==> config.mk <==
export PLATFORM = sky130hd
export DESIGN_NAME = slink_gpio_rx_word_aligner
export DESIGN_NICKNAME = d
export VERILOG_FILES = /design/src/rtl/slink_gpio_rx_word_aligner_pkg.sv /design/src/rtl/slink_gpio_pattern_match.sv /design/src/rtl/slink_gpio_rx_word_aligner.sv
export SDC_FILE = /design/constraint.sdc
export NUM_CORES = 1
export LEC_CHECK = 0
export CORE_MARGIN = 3
export CORE_UTILIZATION = 30
export DETAILED_ROUTE_END_ITERATION = 7
export GPL_TIMING_DRIVEN = 1
export SYNTH_ARGS = -nofsm -noshare
export SYNTH_HDL_FRONTEND = slang
export SYNTH_SLANG_ARGS = --single-unit
==> constraint.sdc <==
create_clock -name clk -period 2.3 [get_ports clk]
set_input_delay 0.69 -clock clk [delete_from_list [all_inputs] [get_ports clk]]
set_output_delay 0.69 -clock clk [all_outputs]
set_load 0.01 [all_outputs]
==> src/rtl/slink_gpio_rx_word_aligner_pkg.sv <==
// Shared definitions for the GPIO RX word aligner: FSM state encoding,
// default training word and a width helper for the match counter.
package slink_gpio_rx_word_aligner_pkg;

    // Encodings are fixed so they line up with the serdes and link layer views.
    typedef enum logic [1:0] {
        ALIGN_IDLE   = 2'd0,
        ALIGN_SEARCH = 2'd1,
        ALIGN_VERIFY = 2'd2,
        ALIGN_LOCKED = 2'd3
    } align_state_e;

    // Training word sent back to back, LSB first.
    localparam logic [7:0] SLINK_SYNC_PATTERN_DEFAULT = 8'hBC;

    // Counter width able to hold 0..lock_count inclusive.
    function automatic int unsigned cnt_width(input int unsigned lock_count);
        return $clog2(lock_count + 1);
    endfunction

endpackage

==> src/rtl/slink_gpio_pattern_match.sv <==
// Combinational sync-word detector. Compares every bit offset of the
// two-word window against the training pattern and reports the lowest
// matching offset.
module slink_gpio_pattern_match #(
    parameter  int unsigned W     = 8,
    localparam int unsigned OFF_W = $clog2(W),
    localparam int unsigned CAT_W = 2 * W - 1
) (
    input  logic [CAT_W-1:0] cat_i,
    input  logic [W-1:0]     pattern_i,
    output logic [W-1:0]     match_vec_o,
    output logic             any_match_o,
    output logic [OFF_W-1:0] first_off_o
);

    // One comparator per candidate offset; candidate k starts at bit k.
    always_comb begin
        match_vec_o = '0;
        for (int k = 0; k < W; k++) begin
            match_vec_o[k] = (cat_i[k +: W] == pattern_i);
        end
    end

    assign any_match_o = |match_vec_o;

    // Priority encoder: scanning downwards lets the lowest match win.
    always_comb begin
        first_off_o = '0;
        for (int k = W - 1; k >= 0; k--) begin
            if (match_vec_o[k]) begin
                first_off_o = OFF_W'(k);
            end
        end
    end

endmodule

==> src/rtl/slink_gpio_rx_word_aligner.sv <==
// Word aligner for the GPIO serdes RX path (phy_clk domain). Finds the bit
// offset of the repeating training word, confirms it over several words and
// then streams word-aligned data to the link layer until told to re-acquire.
//
// Output qualifier: aligned_valid marks aligned_data as a valid word in that
// cycle; there is no ready/backpressure, the link layer must take every word
// while aligned_valid is high. aligned_data is forced to 0 whenever
// aligned_valid is low.
module slink_gpio_rx_word_aligner
    import slink_gpio_rx_word_aligner_pkg::*;
#(
    parameter  int unsigned                PAR_DATA_WIDTH = 8,
    parameter  logic [PAR_DATA_WIDTH-1:0]  SYNC_PATTERN   = PAR_DATA_WIDTH'(SLINK_SYNC_PATTERN_DEFAULT),
    parameter  int unsigned                LOCK_COUNT     = 4,
    localparam int unsigned                OFF_W          = $clog2(PAR_DATA_WIDTH)
) (
    input  logic                      clk,
    input  logic                      reset_n,
    input  logic                      enable,
    input  logic                      relock,
    input  logic [PAR_DATA_WIDTH-1:0] rx_par_data,
    output logic [PAR_DATA_WIDTH-1:0] aligned_data,
    output logic                      aligned_valid,
    output logic                      locked,
    output logic [OFF_W-1:0]          offset,
    output logic                      lock_lost
);

    localparam int unsigned W     = PAR_DATA_WIDTH;
    localparam int unsigned CAT_W = 2 * W - 1;
    localparam int unsigned CNT_W = cnt_width(LOCK_COUNT);
    localparam logic [CNT_W-1:0] CNT_LOCK = CNT_W'(LOCK_COUNT);
    localparam logic [CNT_W-1:0] CNT_LAST = CNT_W'(LOCK_COUNT - 1);

    align_state_e     state_q;
    logic [W-1:0]     prev_q;
    logic [W-1:0]     aligned_data_q;
    logic             aligned_valid_q;
    logic             locked_q;
    logic             lock_lost_q;
    logic [OFF_W-1:0] offset_q;
    logic [CNT_W-1:0] match_cnt_q;

    // The top bit of the current word can never be part of a candidate
    // (highest candidate ends at bit 2W-2), so the window stops short of it.
    logic [CAT_W-1:0] cat;
    logic [W-1:0]     match_vec;
    logic             any_match;
    logic [OFF_W-1:0] first_off;
    logic [W-1:0]     sel_cand;
    logic             sel_match;

    assign cat = {rx_par_data[W-2:0], prev_q};

    slink_gpio_pattern_match #(
        .W (W)
    ) u_pattern_match (
        .cat_i       (cat),
        .pattern_i   (SYNC_PATTERN),
        .match_vec_o (match_vec),
        .any_match_o (any_match),
        .first_off_o (first_off)
    );

    // Select the candidate word and its match bit at the offset in use.
    always_comb begin
        sel_cand  = '0;
        sel_match = 1'b0;
        for (int k = 0; k < W; k++) begin
            if (offset_q == OFF_W'(k)) begin
                sel_cand  = cat[k +: W];
                sel_match = match_vec[k];
            end
        end
    end

    // Alignment FSM with its counter, history word and registered outputs.
    always_ff @(posedge clk or negedge reset_n) begin
        if (!reset_n) begin
            state_q         <= ALIGN_IDLE;
            prev_q          <= '0;
            aligned_data_q  <= '0;
            aligned_valid_q <= 1'b0;
            locked_q        <= 1'b0;
            lock_lost_q     <= 1'b0;
            offset_q        <= '0;
            match_cnt_q     <= '0;
        end else begin
            lock_lost_q <= 1'b0;
            prev_q      <= enable ? rx_par_data : '0;

            if (!enable) begin
                // Losing the enable always wins, including over relock.
                if ((state_q == ALIGN_VERIFY) || (state_q == ALIGN_LOCKED)) begin
                    lock_lost_q <= 1'b1;
                end
                state_q         <= ALIGN_IDLE;
                match_cnt_q     <= '0;
                aligned_data_q  <= '0;
                aligned_valid_q <= 1'b0;
                locked_q        <= 1'b0;
            end else begin
                case (state_q)
                    ALIGN_IDLE: begin
                        state_q <= ALIGN_SEARCH;
                    end

                    ALIGN_SEARCH: begin
                        if (any_match) begin
                            offset_q    <= first_off;
                            match_cnt_q <= CNT_W'(1);
                            if (LOCK_COUNT == 1) begin
                                // The matching candidate is the pattern itself.
                                state_q         <= ALIGN_LOCKED;
                                aligned_data_q  <= SYNC_PATTERN;
                                aligned_valid_q <= 1'b1;
                                locked_q        <= 1'b1;
                            end else begin
                                state_q <= ALIGN_VERIFY;
                            end
                        end
                    end

                    ALIGN_VERIFY: begin
                        if (relock) begin
                            state_q     <= ALIGN_SEARCH;
                            match_cnt_q <= '0;
                            lock_lost_q <= 1'b1;
                        end else if (sel_match) begin
                            if (match_cnt_q >= CNT_LAST) begin
                                // First delivered word is the last sync word.
                                state_q         <= ALIGN_LOCKED;
                                match_cnt_q     <= CNT_LOCK;
                                aligned_data_q  <= sel_cand;
                                aligned_valid_q <= 1'b1;
                                locked_q        <= 1'b1;
                            end else begin
                                match_cnt_q <= match_cnt_q + CNT_W'(1);
                            end
                        end else begin
                            state_q     <= ALIGN_SEARCH;
                            match_cnt_q <= '0;
                            lock_lost_q <= 1'b1;
                        end
                    end

                    ALIGN_LOCKED: begin
                        if (relock) begin
                            state_q         <= ALIGN_SEARCH;
                            match_cnt_q     <= '0;
                            lock_lost_q     <= 1'b1;
                            aligned_data_q  <= '0;
                            aligned_valid_q <= 1'b0;
                            locked_q        <= 1'b0;
                        end else begin
                            // Payload is not checked once locked.
                            aligned_data_q <= sel_cand;
                        end
                    end

                    default: begin
                        state_q <= ALIGN_IDLE;
                    end
                endcase
            end
        end
    end

    assign aligned_data  = aligned_data_q;
    assign aligned_valid = aligned_valid_q;
    assign locked        = locked_q;
    assign offset        = offset_q;
    assign lock_lost     = lock_lost_q;

endmodule

# --- After elaboration in Yosys (flattened, before gate mapping) ---
# Index checks and enable logic that the tools add are counted.
totals:
  reg_bits: 26
  word_cells: 101
op_classes:
  addsub: 1
  magnitude_cmp: 1
  eq_ne: 26
  mux: 57
  n_reduce_logical: 9
op_table:
  columns: ["op", "n"]
  rows:
  - ["$mux 8", 14]
  - ["$eq 8x8->1 const B", 8]
  - ["$mux 3", 14]
  - ["$mux 1", 18]
  - ["$pmux 8 s2", 1]
  - ["$eq 3x3->1 const B", 4]
  - ["$mux 2", 6]
  - ["$ne 3x3->1 const B", 4]
  - ["$pmux 3 s3", 1]
  - ["$reduce_and 3->1", 3]
  - ["$pmux 2 s4", 1]
  - ["$reduce_or 8->1", 1]
  - ["$eq 3x2->1 const B", 2]
  - ["$ne 5x4->1 const B", 1]
  - ["$reduce_and 5->1", 1]
  - ["$eq 2x2->1 const B", 2]
  - ["$ne 4x1->1 const B", 1]
  - ["$pmux 1 s2", 2]
  - ["$reduce_and 4->1", 1]
  - ["$add 3x1->3 const B", 1]
  - ["$eq 3x1->1 const B", 1]
  - ["$ge 3x2->1 const B", 1]
  - ["$logic_not 3->1", 1]
  - ["$ne 3x1->1 const B", 1]
  - ["other kinds (4)", 4]

# --- Longest topological paths before layout ---
# Gate-level depths: netlist (run 1).
logic_depth:
  word_depth: 14
  mapped_depth: 8
  depth_no_buf: 7

# --- Modules after synthesis ---
# Synthesis (run 1) repeated with hierarchy kept, for this count alone.
hier_totals:
  cells_unflattened: 315
  hier_area_um2: 2766.4
by_module_without_submodules:
  columns: ["module", "n_inst", "cells_each", "area_each_um2", "seq_area_each_um2"]
  rows:
  - ["slink_gpio_rx_word_aligner", 1, 198, 1860.5, 650.6]
  - ["slink_gpio_pattern_match", 1, 117, 905.9, 0.0]

# --- Worst setup path before layout (run 1) ---
# Ideal clock, no wire load.
synth_timing:
  path_kind: "input -> register"
  start: "input rx_par_data[0]"
  end: "register state_q[0]"
  setup_ps: 79
  arrival_ps: 2340
  t_required_ps: 2221
  setup_slack_ps: -120
  stages: 8
  n_path_buf: 1
  path_cell_list: "buf_4 and4bb_1 mux2_2 a311o_1 a22oi_4 o31ai_2 a32oi_2 mux2i_1"
synth_between:
  elab_chain_cells: 12
  word_cells_on_any_way: 22
  cone_classes: "eq/ne: 9; mux: 11; reduce/logical: 2"
synth_lines:
  columns: ["item", "line", "rtl"]
  rows:
  - ["start: declaration", "slink_gpio_rx_word_aligner.sv:21", "input logic [PAR_DATA_WIDTH-1:0] rx_par_data,"]
  - ["$eq 8x8->1", "slink_gpio_pattern_match.sv:20", "match_vec_o[k] = (cat_i[k +: W] == pattern_i);"]
  - ["$mux 1 (7 in series)", "slink_gpio_rx_word_aligner.sv:70", "if (offset_q == OFF_W'(k)) begin"]
  - ["$mux 2", "slink_gpio_rx_word_aligner.sv:129", "end else if (sel_match) begin"]
  - ["$mux 2", "slink_gpio_rx_word_aligner.sv:125", "if (relock) begin"]
  - ["$pmux 2 s4", "slink_gpio_rx_word_aligner.sv:103", "case (state_q)"]
  - ["$mux 2", "slink_gpio_rx_word_aligner.sv:92", "if (!enable) begin"]
  - ["end signal: assignment", "slink_gpio_rx_word_aligner.sv:105", "state_q <= ALIGN_SEARCH;"]
  - ["end signal: assignment", "slink_gpio_rx_word_aligner.sv:126", "state_q <= ALIGN_SEARCH;"]
  - ["end signal: assignment", "slink_gpio_rx_word_aligner.sv:132", "state_q <= ALIGN_LOCKED;"]
  - ["end: declaration", "slink_gpio_rx_word_aligner.sv:35", "align_state_e state_q;"]
# Parallel ways exist; a longest one is shown, timed or not.
# A chain may end at the register's enable or synchronous reset.

# --- Final worst setup path (run 1) ---
layout_timing:
  start: "input rx_par_data[2]"
  end: "register aligned_data_q[5], in the netlist aligned_data[5]"
layout_between:
  elab_chain_cells: 8
  word_cells_on_any_way: 21
  cone_classes: "eq/ne: 6; mux: 14; reduce/logical: 1"
layout_lines:
  columns: ["item", "line", "rtl"]
  rows:
  - ["$eq 8x8->1 / $mux 8 (equally long branches)", "slink_gpio_pattern_match.sv:20, slink_gpio_rx_word_aligner.sv:70", null]
  - ["$mux 1 / $mux 8 (equally long branches) (2 in series)", "slink_gpio_rx_word_aligner.sv:70", null]
  - ["$mux 1 / $mux 8 (equally long branches)", "slink_gpio_rx_word_aligner.sv:70, slink_gpio_rx_word_aligner.sv:130", null]
  - ["$mux 1 / $mux 8 (equally long branches)", "slink_gpio_rx_word_aligner.sv:70, slink_gpio_rx_word_aligner.sv:129", null]
  - ["$mux 1 / $mux 8 (equally long branches)", "slink_gpio_rx_word_aligner.sv:70, slink_gpio_rx_word_aligner.sv:125", null]
  - ["$ne 3x3->1 (no source line) / $pmux 8 s2 (equally long branches)", null, null]
  - ["$reduce_and 4->1 (no source line) / $mux 8 (equally long branches)", null, null]
  - ["end signal: assignment", "slink_gpio_rx_word_aligner.sv:134", "aligned_data_q <= sel_cand;"]
  - ["end signal: assignment", "slink_gpio_rx_word_aligner.sv:157", "aligned_data_q <= sel_cand;"]
  - ["end: declaration", "slink_gpio_rx_word_aligner.sv:37", "logic [W-1:0] aligned_data_q;"]
# Parallel ways exist; a longest one is shown, timed or not. The select of a mux whose other input is x is not followed.

==> results of run 1 <==
==> how the worst max path moves through the flow <==
stage                              start              end  slack [ns]  cells past startpoint
after floorplan           rx_par_data[0]       state_q[0]       -0.09                      8
after detailed placement  rx_par_data[5]       state_q[0]       -0.63                      8
final                     rx_par_data[2]  aligned_data[5]        0.08                      8
after global routing      rx_par_data[2]   match_cnt_q[2]      -0.009                      8
after CTS                 rx_par_data[5]       state_q[0]        0.01                      8
after global placement    rx_par_data[4]       state_q[0]       -0.60                      8
==> where the power goes <==
group	leakage [uW]	total (uW)	switching, uW	internal (uW)
logic	0.000690	682	329	353
registers	0.000348	570	65.9	504
clock network	0.0000288	310	156	154
total	0.00107	1560	551	1010
==> state kept, by name, indices dropped and copies added, names as in the netlist <==
| name | flops |
|---|---|
| aligned_data | 8 |
| prev_q | 8 |
| match_cnt_q | 3 |
| offset | 3 |
| state_q | 2 |
| lock_lost | 1 |
| locked | 1 |
==> worst reg2reg max path, stage by stage, from the launching register on <==
cell and delay (ns):
dfrtp_2 0.44, and4bb_1 0.25, mux2_4 0.27, a311o_1 0.35
a22oi_4 0.28, o31ai_2 0.10, a32oi_2 0.21, mux2i_1 0.21
==> cell type report <==
type / count / area share [%]
Multi-Input combinational cell: 145 / 49.0
Sequential cell: 26 / 25.2
Timing Repair Buffer: 58 / 19.0
Tap cell: 75 / 3.62
Clock buffer: 4 / 2.13
Inverter: 7 / 1.01
==> Yosys cell counts (2+ instances only) <==
cell and n:
nand4b_1 5, and4bb_1 2, nor2_1 15, nand2_1 16
a21boi_1 4, clkbuf_1 5, nor3b_1 2, mux2i_1 14
inv_2 2, mux4_2 8, nor3_1 2, o31ai_1 4
ha_1 5, and2_1 9, o21ai_0 3, a22oi_1 3
a21oi_1 11, buf_4 3, dfrtp_1 26, o22a_1 2
buf_2 3, nor4_1 3, nor2b_1 7, nand4bb_1 8
a31oi_1 4, inv_1 5
==> logic make-up (layout without fill, tap and decap cells) <==
family	count (synthesis)	after routing	synth area share, %
buffers and inverters	19	69	4.48
AOI/OAI and AO/OA	42	42	16.7
DFF	26	26	33.7
adders and majority gates	5	5	3.24
and+or+nand+nor	74	74	24.0
muxes	24	24	17.8
==> stage by stage <==
step | cell area (um2) | hold slack, ns
CTS | 2520 | 0.532
detailed placement | 2440 | 0.519
global placement | 2440 | 0.513
global route | 2590 | 0.548
floorplan | 1930 | 0.394
finish | 2590 | 0.522
==> metal layers <==
| metal | wire length, um | part of all wire, % |
|---|---|---|
| met5 | 0 | 0 |
| met4 | 71 | 1.4 |
| met3 | 205 | 4.0 |
| met2 | 2580 | 50 |
| met1 | 2320 | 45 |
==> what timing repair did <==
action / in CTS / in global routing
gates resized for setup: 27 / 18
endpoints found under the hold margin: 0 / 0
setup endpoints to repair: 17 / 16
setup buffers: 2 / 1
pin swaps: 12 / 14
==> results.txt, run 1 <==
Placed Cells incl. Taps: 308
GRT Util Overall: 14.8%
Req. time, crit path: 2.47 ns
Period minus WS final: 2.22 ns
Worst Hold Path EP: aligned_data[0]
Initial antenna violation count: 0
Syn nets: 207
Num CTS Buffers: 3
RR Endpoint: state_q[0]
Grt total ovfl: 0
Final hold viol count: 0
Post-DRT Antenna Nets: 0
Final Non-Filler Cells: 315
CP Launch Type: primary input
Yosys top cell area share: 33.7%
Post-synth top area cell: dfrtp_1
Setup slack after layout: 0.0815 ns
Setup TNS: 0 ns
GRT met1 Usage: 20.3%
Final period util: 96.5%
Drt pass-1 iters: 4
CTS Hold Buffers Added: 0
Final net count: 258
Row count: 28
Residual DRC count: 0
Worst R2R Start: prev_q[6]
Slew HR: 71.4%
Layout Skew: 0.00301 ns
Final Max Tran Viols: 0
CP Class: primary input to flop
Initial Util: 31.8%
Fmax: 451 MHz
Commonest non-fill, non-tap cell in the layout: buf_4
Register Area: 652 um2
Async SR Flop Fraction: 100%
Width of the die: 86.2 um
Met3 GRT Util: 2.09%
CP max stage cell: o31a_4
WHS Path Cells: 2
Die area: 7430 um2
Met2 Usage GRT: 24.7%
Core area: 6060 um2
Maximum number of buffers from clock root to sink: 2
WL/cell: 16.4 um
Worst path top cell family by delay: compound AO/OA/AOI/OAI gates
Mean area per synthesized cell: 10.1 um2
CTS H-tree lvls: 1
CTS sink count: 26
Count of cell types in the netlist: 45
R2R Setup Slk: 0.12 ns
Worst skew pair latency: 0.28 ns
Ant. Diodes: 0
Status: complete, no violations
Max incr delay on CP: 0.42 ns
Vias after detailed routing: 1709
Final WL: 5180 um
Reg clk slew, reported paths: 0.10 ns
Worst Hold Class: flop to flop
Area growth from synthesis to layout: 34.3%
Arrival time worst endpoint: 2.39 ns
R2R cell count: 7
Dpl hpwl: 3830 um
Number of fill cells in the layout: 596
I/O pin cnt: 26
First-pass GRT wire length: 8870 um
Post-synthesis sequential area ratio: 33.7%
Max-Cap Viols: 0
Commonest cells after routing, fill and taps aside: 31 x buf_4, 25 x dfrtp_1, 18 x clkdlybuf4s50_1
Post-place setup slack: -0.627 ns
Post-DR vias/cell: 5.43
Synthesized flop and latch total: 26
PwrDens: 603 nW/um2
Layout cell share with drive strength beyond 1: 29.6%
Worst path buffer plus inverter count: 1
Pwr Total: 1560 uW
Maximum VDD drop: 249 uV
IO buf count: 25
Crit-path max FO: 8
Most used DFF post-synth: dfrtp_1
Largest net degree at the start of global routing: 27
Min-delay src: aligned_data[0]
Crit. End Element: flop
Setup violators final: 0
Leak pwr: 0.00107 uW
RSZ-0062 raised after global routing: yes
Multi-input gate area: 1270 um2
Vias in the first global route: 1745
Cells after Synth: 190
GP Congestion: 0.872
Cell Chain, Critical Path: dlygate4sd2_1, nand4bb_1, or2_1, a31oi_2, a22oi_4, o31a_4, a22oi_1, nor2b_1
Busiest grt layer: met2
Initial DRC Count: 128
Synthesis Warnings: 0
Die height: 86.2 um
Largest cells by area after synthesis: dfrtp_1 34%, mux4_2 9.3%, mux2i_1 7.3%
EDFF count, synth: 0
Least-Margin Pin Slew: 0.417 ns
Clk root buf: clkbuf_8
Synth Cell Area: 1930 um2
CTS tree: yes
Final core utilization: 42.7%
Power figures use the tool's default switching activity.
==> inputs of run 2 (changes only) <==
Settings changed: PLACE_DENSITY_LB_ADDON set to 0.25.
==> run 2 against run 1 <==
Die area unchanged. Clock power rose by 24%. Via count shrank 2.0%. Non-clock buffer count is 3 higher. Sequential power decreased by 0.9%. Utilization is 1.3 points higher. Clock skew is essentially flat. Global-route usage is 1.0 points lower. Setup slack got worse by 0.073 ns. Register-to-register slack worse by 0.02 ns.
==> results.txt, run 2 (same netlist as run 1, synthesis figures left out) <==
CP Depth: 8
Status: complete, no violations
Least-Margin Pin Slew: 0.381 ns
R2R cell count: 7
Critical Path Source: rx_par_data[5]
Core area: 6060 um2
Drt pass-1 iters: 4
Num CTS Buffers: 3
Layout Skew: 0.00303 ns
Worst path buffer plus inverter count: 1
Critical path endpoint: state_q[1]
Commonest cells after routing, fill and taps aside: 34 x buf_4, 24 x dfrtp_1, 18 x clkdlybuf4s50_1
Width of the die: 86.2 um
Placed Area: 2440 um2
R2R Setup Slk: 0.10 ns
Post-DR vias/cell: 5.26
Initial Util: 31.8%
Row count: 28
Final Max Tran Viols: 0
RR Endpoint: state_q[1]
Final hold viol count: 0
Maximum VDD drop: 295 uV
Met2 Usage GRT: 23.1%
Register Area: 653 um2
Met3 GRT Util: 1.81%
GP Congestion: 0.854
GRT met1 Usage: 19.3%
Min-delay src: aligned_data[2]
Sw Ratio: 32.8%
CTS sink count: 26
Commonest non-fill, non-tap cell in the layout: buf_4
Grt total ovfl: 0
Final period util: 99.6%
Crit-path max FO: 4
WHS Path Cells: 2
PwrDens: 613 nW/um2
First-pass GRT wire length: 8370 um
Max incr delay on CP: 0.39 ns
Max-Cap Viols: 0
Net Sw Power: 536 uW
CTS Hold Buffers Added: 0
CP Launch Type: primary input
RSZ-0062 raised after global routing: yes
Ant. Diodes: 0
CP max stage cell: a311o_1
Arrival time worst endpoint: 2.49 ns
Maximum number of buffers from clock root to sink: 2
Die area: 7430 um2
Final WL: 4920 um
Layout cell share with drive strength beyond 1: 31.7%
Combinational Power Share: 41.9%
Busiest grt layer: met2
Leak pwr: 0.00109 uW
Die height: 86.2 um
Dpl hpwl: 3710 um
GRT Util Overall: 13.8%
I/O pin cnt: 26
Worst R2R Start: prev_q[6]
Crit. End Element: flop
Period minus WS final: 2.29 ns
Final net count: 261
Fmax: 436 MHz
Post-DRT Antenna Nets: 0
Initial DRC Count: 110
Worst Hold Class: flop to flop
Req. time, crit path: 2.50 ns
Number of fill cells in the layout: 563
Sequential power share: 34.6%
Reg clk slew, reported paths: 0.09 ns
IO buf count: 25
Post-route cell area: 2670 um2
Placed Cells incl. Taps: 309
Final Non-Filler Cells: 318
Pint: 1100 uW
Vias in the first global route: 1661
Worst path top cell family by delay: compound AO/OA/AOI/OAI gates
Largest net degree at the start of global routing: 27
Worst skew pair latency: 0.27 ns
Slew HR: 74.5%
CP Class: primary input to flop
Cell Chain, Critical Path: buf_8, and4bb_1, mux2_4, a311o_1, a22oi_4, o31ai_4, a32oi_2, mux2i_1
Clk network pwr share: 23.5%
Initial antenna violation count: 0
Vias after detailed routing: 1674
Multi-input gate area: 1300 um2
Clk root buf: clkbuf_8
CTS H-tree lvls: 1
Area growth from synthesis to layout: 38.5%
WL/cell: 15.5 um
CTS tree: yes
Residual DRC count: 0
Setup violators final: 0
==> run 2: cell count changes in the layout (fill, tap and decap cells not counted), sizes merged <==
cell,change
buf,+4
dlygate4sd2,-1
clkbuf,-1
bufinv,+1
==> run 2: worst min-delay path, cell delays in order (launching register included) <==
cell and delay, ns:
dfrtp_1 0.39, nand2_1 0.06, a21boi_1 0.05
==> run 2: worst min path at each step <==
| stage | to |
|---|---|
| 4_1_cts | aligned_data[2] |
| 3_3_place_gp | aligned_data[2] |
| 5_1_grt | aligned_data[2] |
| 6_report | aligned_data[2] |
| 2_1_floorplan | aligned_data[0] |
| 3_5_place_dp | aligned_data[7] |
==> run 2: per-layer routing <==
layer / share of wire (%) / wire length (um) / vias to the layer above
li1: - / - / 826
met1: 47 / 2310 / 816
met2: 50 / 2450 / 30
met3: 2.8 / 137 / 2
met4: 0.49 / 24 / 0
met5: 0 / 0 / -
==> run 2: timing repair <==
item / 4_1_cts / 5_1_grt
buffers inserted: 3 / 2
gates resized for setup: 31 / 23
pin swaps: 7 / 9
endpoints found under the setup margin: 17 / 14
==> run 2: final cells by class <==
cell class / count / area share (%)
Timing Repair Buffer: 61 / 19.8
Tap cell: 75 / 3.51
Sequential cell: 26 / 24.5
Clock buffer: 3 / 1.55
Inverter: 7 / 0.984
Clock inverter: 1 / 1.12
Multi-Input combinational cell: 145 / 48.6
==> run 2: power by group through the flow <==
stage               logic [uW]  registers, uW  clock network, uW
finish                     686            565                385
CTS                        665            565                403
detailed placement         649            571                  0
global route               747            575                420
global placement           643            573                  0
floorplan                  442            560                  0
==> run 2: through the flow <==
stage                     setup WS (ns)  hold WS (ns)  total power (uW)  util [%]  setup TNS (ns)
final                           0.00852         0.528              1640      44.1               0
after floorplan                 -0.0883         0.394              1000         -          -0.187
after CTS                       0.00569         0.533              1630      42.4               0
after global routing            -0.0451         0.544              1740      44.1         -0.0534
after detailed placement         -0.697         0.520              1220      40.3           -9.71
after global placement           -0.689         0.514              1220      40.3           -9.60
